File: src/rtl/regfile_multiport_if.sv
// +------------------------------------------------------------------+
// | Module  : regfile_multiport_if                                   |
// | Brief   : Read/write/reservation bundle for regfile_multiport.   |
// | Revision: 1.0                                                    |
// +------------------------------------------------------------------+
`default_nettype none

interface regfile_multiport_if #(
   parameter int XLEN   = 32,
   parameter int NREGS  = 32,
   parameter int NREAD  = 2,
   parameter int NWRITE = 1
);
   localparam int AW = $clog2(NREGS);

   logic                   r_enable;
   logic [NREAD*AW-1:0]    rs_addr;
   logic [NREAD*XLEN-1:0]  rs_data;
   logic [NWRITE-1:0]      w_enable;
   logic [NWRITE*AW-1:0]   w_addr;
   logic [NWRITE*XLEN-1:0] w_data;
   logic                   rsv_enable;
   logic [AW-1:0]          rsv_addr;
   logic [NREAD-1:0]       rs_busy;

   modport master (
      output r_enable, rs_addr, w_enable, w_addr, w_data, rsv_enable, rsv_addr,
      input  rs_data, rs_busy
   );

   modport slave (
      input  r_enable, rs_addr, w_enable, w_addr, w_data, rsv_enable, rsv_addr,
      output rs_data, rs_busy
   );
endinterface

`default_nettype wire

File: src/rtl/regfile_multiport.sv
// +------------------------------------------------------------------+
// | Module  : regfile_multiport                                      |
// | Brief   : Multi-port register file, registered reads, write      |
// |           forwarding, x0 hardwired; optional busy scoreboard     |
// |           enabled by defining REGFILE_SCOREBOARD_EN.             |
// | Revision: 1.0                                                    |
// +------------------------------------------------------------------+
`default_nettype none

module regfile_multiport #(
   parameter int XLEN   = 32,
   parameter int NREGS  = 32,
   parameter int NREAD  = 2,
   parameter int NWRITE = 1
) (
   input  wire logic          clk,
   input  wire logic          rstn,
   regfile_multiport_if.slave bus
);
   localparam int AW = $clog2(NREGS);

   logic [XLEN-1:0]       regs_q [NREGS];
   logic [XLEN-1:0]       regs_d [NREGS];
   logic [NREAD*XLEN-1:0] rs_data_q, rs_data_d;
   logic [NREAD-1:0]      rs_busy_q, rs_busy_d;
   logic [NREGS-1:0]      busy_d;

   // Later ports overwrite earlier ones, so the highest-index port wins a conflict.
   always_comb begin
      regs_d = regs_q;
      for (int j = 0; j < NWRITE; j++) begin
         if (bus.w_enable[j] && (bus.w_addr[j*AW +: AW] != '0)) begin
            regs_d[bus.w_addr[j*AW +: AW]] = bus.w_data[j*XLEN +: XLEN];
         end
      end
   end

`ifdef REGFILE_SCOREBOARD_EN
   logic [NREGS-1:0] busy_q;

   // Reservation is applied after retirement so a same-cycle set wins.
   always_comb begin
      busy_d = busy_q;
      for (int j = 0; j < NWRITE; j++) begin
         if (bus.w_enable[j] && (bus.w_addr[j*AW +: AW] != '0)) begin
            busy_d[bus.w_addr[j*AW +: AW]] = 1'b0;
         end
      end
      if (bus.rsv_enable && (bus.rsv_addr != '0)) begin
         busy_d[bus.rsv_addr] = 1'b1;
      end
   end

   always_ff @(posedge clk or negedge rstn) begin
      if (!rstn) begin
         busy_q <= '0;
      end else begin
         busy_q <= busy_d;
      end
   end
`else
   logic unused_rsv;

   assign busy_d     = '0;
   assign unused_rsv = ^{bus.rsv_enable, bus.rsv_addr};
`endif

   // Reading the post-write image gives forwarding of the winning write for free.
   always_comb begin
      rs_data_d = rs_data_q;
      rs_busy_d = rs_busy_q;
      if (bus.r_enable) begin
         for (int i = 0; i < NREAD; i++) begin
            if (bus.rs_addr[i*AW +: AW] == '0) begin
               rs_data_d[i*XLEN +: XLEN] = '0;
               rs_busy_d[i]              = 1'b0;
            end else begin
               rs_data_d[i*XLEN +: XLEN] = regs_d[bus.rs_addr[i*AW +: AW]];
               rs_busy_d[i]              = busy_d[bus.rs_addr[i*AW +: AW]];
            end
         end
      end
   end

   always_ff @(posedge clk or negedge rstn) begin
      if (!rstn) begin
         for (int k = 0; k < NREGS; k++) begin
            regs_q[k] <= '0;
         end
         rs_data_q <= '0;
         rs_busy_q <= '0;
      end else begin
         for (int k = 0; k < NREGS; k++) begin
            regs_q[k] <= regs_d[k];
         end
         rs_data_q <= rs_data_d;
         rs_busy_q <= rs_busy_d;
      end
   end

   assign bus.rs_data = rs_data_q;
   assign bus.rs_busy = rs_busy_q;

endmodule

`default_nettype wire

File: src/flat_wrapper.sv
// flat-port wrapper written by rule: the top's interface ports become plain ports
module regfile_multiport_flat 
#(
   parameter int XLEN   = 32,
   parameter int NREGS  = 32,
   parameter int NREAD  = 2,
   parameter int NWRITE = 1
)
  (clk, rstn, bus_r_enable, bus_rs_addr, bus_w_enable, bus_w_addr, bus_w_data, bus_rsv_enable, bus_rsv_addr, bus_rs_data, bus_rs_busy);
  regfile_multiport_if #(.XLEN(XLEN), .NREGS(NREGS), .NREAD(NREAD), .NWRITE(NWRITE)) bus_i ();
  input  wire logic clk;
  input  wire logic rstn;
  input wire logic [$bits(bus_i.r_enable)-1:0] bus_r_enable;
  input wire logic [$bits(bus_i.rs_addr)-1:0] bus_rs_addr;
  input wire logic [$bits(bus_i.w_enable)-1:0] bus_w_enable;
  input wire logic [$bits(bus_i.w_addr)-1:0] bus_w_addr;
  input wire logic [$bits(bus_i.w_data)-1:0] bus_w_data;
  input wire logic [$bits(bus_i.rsv_enable)-1:0] bus_rsv_enable;
  input wire logic [$bits(bus_i.rsv_addr)-1:0] bus_rsv_addr;
  output wire logic [$bits(bus_i.rs_data)-1:0] bus_rs_data;
  output wire logic [$bits(bus_i.rs_busy)-1:0] bus_rs_busy;
  assign bus_i.r_enable = bus_r_enable;
  assign bus_i.rs_addr = bus_rs_addr;
  assign bus_i.w_enable = bus_w_enable;
  assign bus_i.w_addr = bus_w_addr;
  assign bus_i.w_data = bus_w_data;
  assign bus_i.rsv_enable = bus_rsv_enable;
  assign bus_i.rsv_addr = bus_rsv_addr;
  assign bus_rs_data = bus_i.rs_data;
  assign bus_rs_busy = bus_i.rs_busy;
  regfile_multiport #(.XLEN(XLEN), .NREGS(NREGS), .NREAD(NREAD), .NWRITE(NWRITE)) u_core (.clk(clk), .rstn(rstn), .bus(bus_i));
endmodule
File: config.mk
export PLATFORM = sky130hd
export DESIGN_NAME = regfile_multiport_flat
export DESIGN_NICKNAME = d
export VERILOG_FILES = /design/src/rtl/regfile_multiport_if.sv /design/src/rtl/regfile_multiport.sv /design/src/flat_wrapper.sv
export SDC_FILE = /design/constraint.sdc
export NUM_CORES = 2
export LEC_CHECK = 0
export BUFFER_PORTS_ARGS = -buffer_cell sky130_fd_sc_hd__buf_2
export CAP_MARGIN = 20
export CORE_MARGIN = 5
export CORE_UTILIZATION = 49
export DETAILED_ROUTE_END_ITERATION = 6
export PLACE_DENSITY_LB_ADDON = 0.05
export SETUP_SLACK_MARGIN = 0.3
export SLEW_MARGIN = 20
export SYNTH_ARGS = -nofsm -noshare
export SYNTH_HDL_FRONTEND = slang
export SYNTH_SLANG_ARGS = --single-unit
File: constraint.sdc
create_clock -name clk -period 5.6 [get_ports clk]
set_clock_uncertainty 0.15 [all_clocks]
set_input_delay 0.84 -clock clk [delete_from_list [all_inputs] [get_ports clk]]
set_output_delay 0.84 -clock clk [all_outputs]
set_load 0.05 [all_outputs]
Word level (Yosys, flattened, before mapping)
Memory sizes are Yosys's and may differ from the RTL's. Index checks and enable logic that the tools add are counted.

Register bits: 1090. ROM bits: 64. Bits of input ports: 57. Output and inout bits: 66. Logic and storage cells: 66. Memories: 2.

$lt $le $gt $ge: 6. Multiplexer cells: 16. Bitwise logic cells: 3. Reduce and logical (&&, ||, !) cells: 5.

Memory list: (no name shown) (words 32, bits a word 1, rd ports 1, clocked after Yosys merged registers in 0, wr ports 0, line regfile_multiport.sv:79) `rs_busy_d[i] = busy_d[bus.rs_addr[i*AW +: AW]];`; (no name shown) (words 32, bits a word 1, rd ports 1, clocked after Yosys merged registers in 0, wr ports 0, line regfile_multiport.sv:79).

Operator list (count): 1024-bit bitwise mux (1); 1024-bit 2-to-1 mux (1); 32-bit binary-select mux with 5-bit select (2); 32-bit 2-to-1 mux (7); 32-bit demux with 5-bit select (1); 6-bit greater-or-equal comparator, second input constant (3); 5-bit inverter with 6-bit output (3); 5-bit by 6-bit < comparator with 1-bit output, second input constant (2); 5-bit logical NOT (2); 6-bit by 1-bit < comparator with 1-bit output, second input constant (1); 5-bit nonzero test (1); 1-bit 2-to-1 mux (4); 1-bit logical AND (2).

Longest topological paths before layout
Depth after elaboration: 11. Gate-level depth with buffers: 12. Depth with buffers taken out: 8.

Least setup slack after synthesis
No wires, ideal clock.

Kind: input port to flip-flop. Start: input bus_w_addr[3]. End: register u_core.rs_data_q[48], in the netlist u_core.bus.rs_data[48]. Setup time: 122 ps. Arrival: 3054 ps. Data required time: 5328 ps. Path slack: 2274 ps. Stages on the path: 8. Buffers on the path: 2. Cell sequence: buf_2 -> or4b_1 -> buf_2 -> nor2_8 -> mux2_2 -> mux4_2 -> o211a_1 -> a32o_1.

RTL lines: start, declared (line flat_wrapper.sv:16) `input wire logic [$bits(bus_i.w_addr)-1:0] bus_w_addr;`; end signal, assigned (line regfile_multiport.sv:96) `rs_data_q <= rs_data_d;`; end, declared (line regfile_multiport.sv:24) `logic [NREAD*XLEN-1:0] rs_data_q, rs_data_d;`.

Final worst setup path
Start: input bus_w_enable. End: register u_core.rs_data_q[9], in the netlist u_core.bus.rs_data[9].

Cells in the longest elaborated chain, start to end: 6.

Ends and longest elaborated chain: start, declared (line flat_wrapper.sv:15) `input wire logic [$bits(bus_i.w_enable)-1:0] bus_w_enable;`; 1-bit logical AND (line regfile_multiport.sv:32) `if (bus.w_enable[j] && (bus.w_addr[j*AW +: AW] != '0)) begin`; 1024-bit 2-to-1 mux (line regfile_multiport.sv:32); 32-bit binary-select mux with 5-bit select (line regfile_multiport.sv:78) `rs_data_d[i*XLEN +: XLEN] = regs_d[bus.rs_addr[i*AW +: AW]];`; 32-bit 2-to-1 mux (implied by the code) (2 in a row) (line regfile_multiport.sv:78); 32-bit 2-to-1 mux (line regfile_multiport.sv:74) `if (bus.rs_addr[i*AW +: AW] == '0) begin`.

No other way between the ends. The select of a mux whose other input is x is not followed. A chain may end at the register's enable or synchronous reset.

==> impl_metrics.ini <==
[critical_path]
crit_path_start = bus_w_enable
worstReg2RegEnd = u_core.bus.rs_data[9]
path_max_fanout = 19
cp_slowest_stage_delay_ns = 1.26
required_ns = 6.17
end_kind = flip-flop
cpMaxStageDelayCell = a2111oi_0
crit_path_frequent_cell = buf_4
endpoint = u_core.bus.rs_data[9]
rrSetupSlack_ns = 2.51
crit_chain = buf_2, buf_4, nand4b_1, buf_12, o21ai_2, buf_4, o21ai_0, o211ai_1, a311oi_1, a2111oi_0, buf_4, a221o_1
start_kind = input port
cp_data_arrival_time_ns = 5.35
rr_startpoint = u_core.regs_q[297]
worst-setup-path-type = input port to flip-flop
r2r_cells = 6

[timing]
final.min_clock_period_ns = 4.78
setup_tns_ns = 0
slew_headroom_pct = 0.354
rsz0062_at_grt = no
tightest_slew_ns = 1.46
hold_slack_ns = 0.234
timing.final.crit_share_pct = 85.4
hold_viol = 0
fmax_mhz = 209
finalSetupViolations = 0
finalWorstSetupSlack_ns = 0.817
drv_slew = 0

[synthesis]
syn_area_per_cell_um2 = 9.29
synth_largest_area_cell = dfrtp_1
synth_edf_count = 0
yosysWarnings = 0
ys_async_sr_fraction_pct = 100
synthCells = 6647
synthTopCellsByArea = dfrtp_1 44%, nand2_1 6.5%, mux2_2 6.0%, mux2i_1 5.5%, mux4_2 3.3%
synth_area_um2 = 61700
synth_top_area_share_pct = 44.1
ys_ff_latch = 1088
synth_flop_cell = dfrtp_1
yosysMostFrequentCell = dfrtp_1
synth_cell_types = 97
synth_seq_area_share_pct = 44.1
synthTopCellsByCount = 1088 x dfrtp_1, 1068 x nand2_1, 472 x clkbuf_1

[drt]
drtAntennaViolNets = 0
drt_iter0_drc = 10100
vias = 60300
wire_per_inst_um = 36.8
drc_errors = 25
routed_via_density = 7.21
drt-total-wl_um = 307000
dr.pass1.iters = 7

[clocking]
clk_latency_ns = 0.79
ctsResizeCount = 0
numCtsBuffers = 131
cts_tree = built
clk_path_buf_depth = 3
htree_levels = 4
clock-sinks = 1088
cts_root_buffer = clkbuf_16
clk_pin_slew_ns = 0.06

[outcome]
violations = DRC, capacitance limit
status = finished with violations

[grt]
grt_busiest_layer = met2
met1_usage_pct = 60.5
met3_usage_pct = 18.1
grt_max_degree = 147
antenna_found_initial = 35
overflow = 0
grt_pass1_vias = 56600
grt_first_pass_wirelength_um = 431000
grtUsageTotal_pct = 45.2
gr-usage-met2_pct = 62.1

[finish]
area_growth_pct = 12.4
drive_above_1_share_pct = 18.5
instances_no_fill = 8366
nets = 6662

[worst_hold_path]
hold_path.class = flip-flop to flip-flop
min_from = u_core.regs_q[1011]

[power]
p_per_area_nw_per_um2 = 350
ir_drop_v = 0.000355
power_uw = 24300
leakagePower_uw = 0.0334

[die]
pin_count = 123
start_util_pct = 49.2
die_h_um = 365
coreArea_um2 = 125000
dieArea_um2 = 133000
die_x_um = 365
rows = 130

[place]
dp_slack_ns = 0.708
dp_cells = 8120
place.gp.congestion = 1.01
hpwl_um = 208000
io_buffers = 114

[flow_run]
drv_cap = 1
## cells in the final DEF (no fill, tap or decap), drive strengths merged, types with 80 or more instances in the layout
| master | netlist | final |
|---|---|---|
| a211oi | 87 | 87 |
| a21oi | 232 | 232 |
| a22oi | 80 | 80 |
| buf | 204 | 498 |
| clkbuf | 472 | 198 |
| dfrtp | 1088 | 1088 |
| inv | 357 | 369 |
| mux2 | 328 | 328 |
| mux2i | 338 | 338 |
| mux4 | 90 | 90 |
| nand2 | 1076 | 1076 |
| nand3 | 134 | 134 |
| nor2 | 320 | 320 |
| nor3 | 175 | 175 |
| o211ai | 102 | 102 |
| o21ai | 375 | 375 |
| o221ai | 84 | 84 |
| o22ai | 220 | 220 |
## worst min-delay path by stage
stage	to	cells past startpoint
2_1_floorplan	u_core.regs_q[1011]	1
3_5_place_dp	u_core.regs_q[1011]	0
3_3_place_gp	u_core.regs_q[1011]	0
4_1_cts	u_core.regs_q[1011]	0
6_report	u_core.regs_q[1011]	0
5_1_grt	u_core.regs_q[999]	0
## flip-flops by register name (all words and copies together), names as in the netlist
signal	count
u_core.bus.rs_data	64
u_core.regs_q	1024
## kinds of logic after synthesis
kind of cell    after synthesis  synth area share, %
simple gates               1945                 13.8
compound gates             1807                 20.4
other cells                   1              0.00607
flops                      1088                 44.1
xor+xnor                     13                0.209
mux                         756                 14.8
buf+inv                    1037                 6.67
## report_power, final
group          internal (uW)  switching, uW  total [uW]
Combinational           1980           3690        5670
Sequential              9300            743       10000
Clock                   4930           3610        8540
## routing by layer
metal	part of all wire, %	vias to the layer above
li1	-	24200
met1	38	30000
met2	40	4908
met3	15	1178
met4	6.9	34
met5	0.17	-
## per-stage QoR
| step | util, % | cell area (um^2) |
|---|---|---|
| floorplan | - | 61700 |
| global placement | 51.9 | 65100 |
| detailed placement | 51.9 | 65100 |
| CTS | 55.3 | 69300 |
| global route | 55.3 | 69300 |
| finish | 55.3 | 69400 |
## timing repair
item	in CTS	in global routing
hold buffers	1	0
setup buffers	0	0
hold endpoints to repair	28	0
## worst max-delay path: cells and delay by family
family	cells	cell delay, ns
AO/OA/AOI/OAI	6	2.41
buffers and inverters	5	1.63
AND/OR/NAND/NOR	1	0.40
## layout make-up
cell class,instances,area (um^2)
diodes,14,35.0
clock buffers,197,3850
clock inverters,33,332
fillers,11500,56000
inverters,361,1360
multi-input cells,4523,30600
flip-flops and latches,1088,27200
well taps,1650,2060
repair buffers,500,3900
No activity file was read; power rests on OpenSTA's default activity.
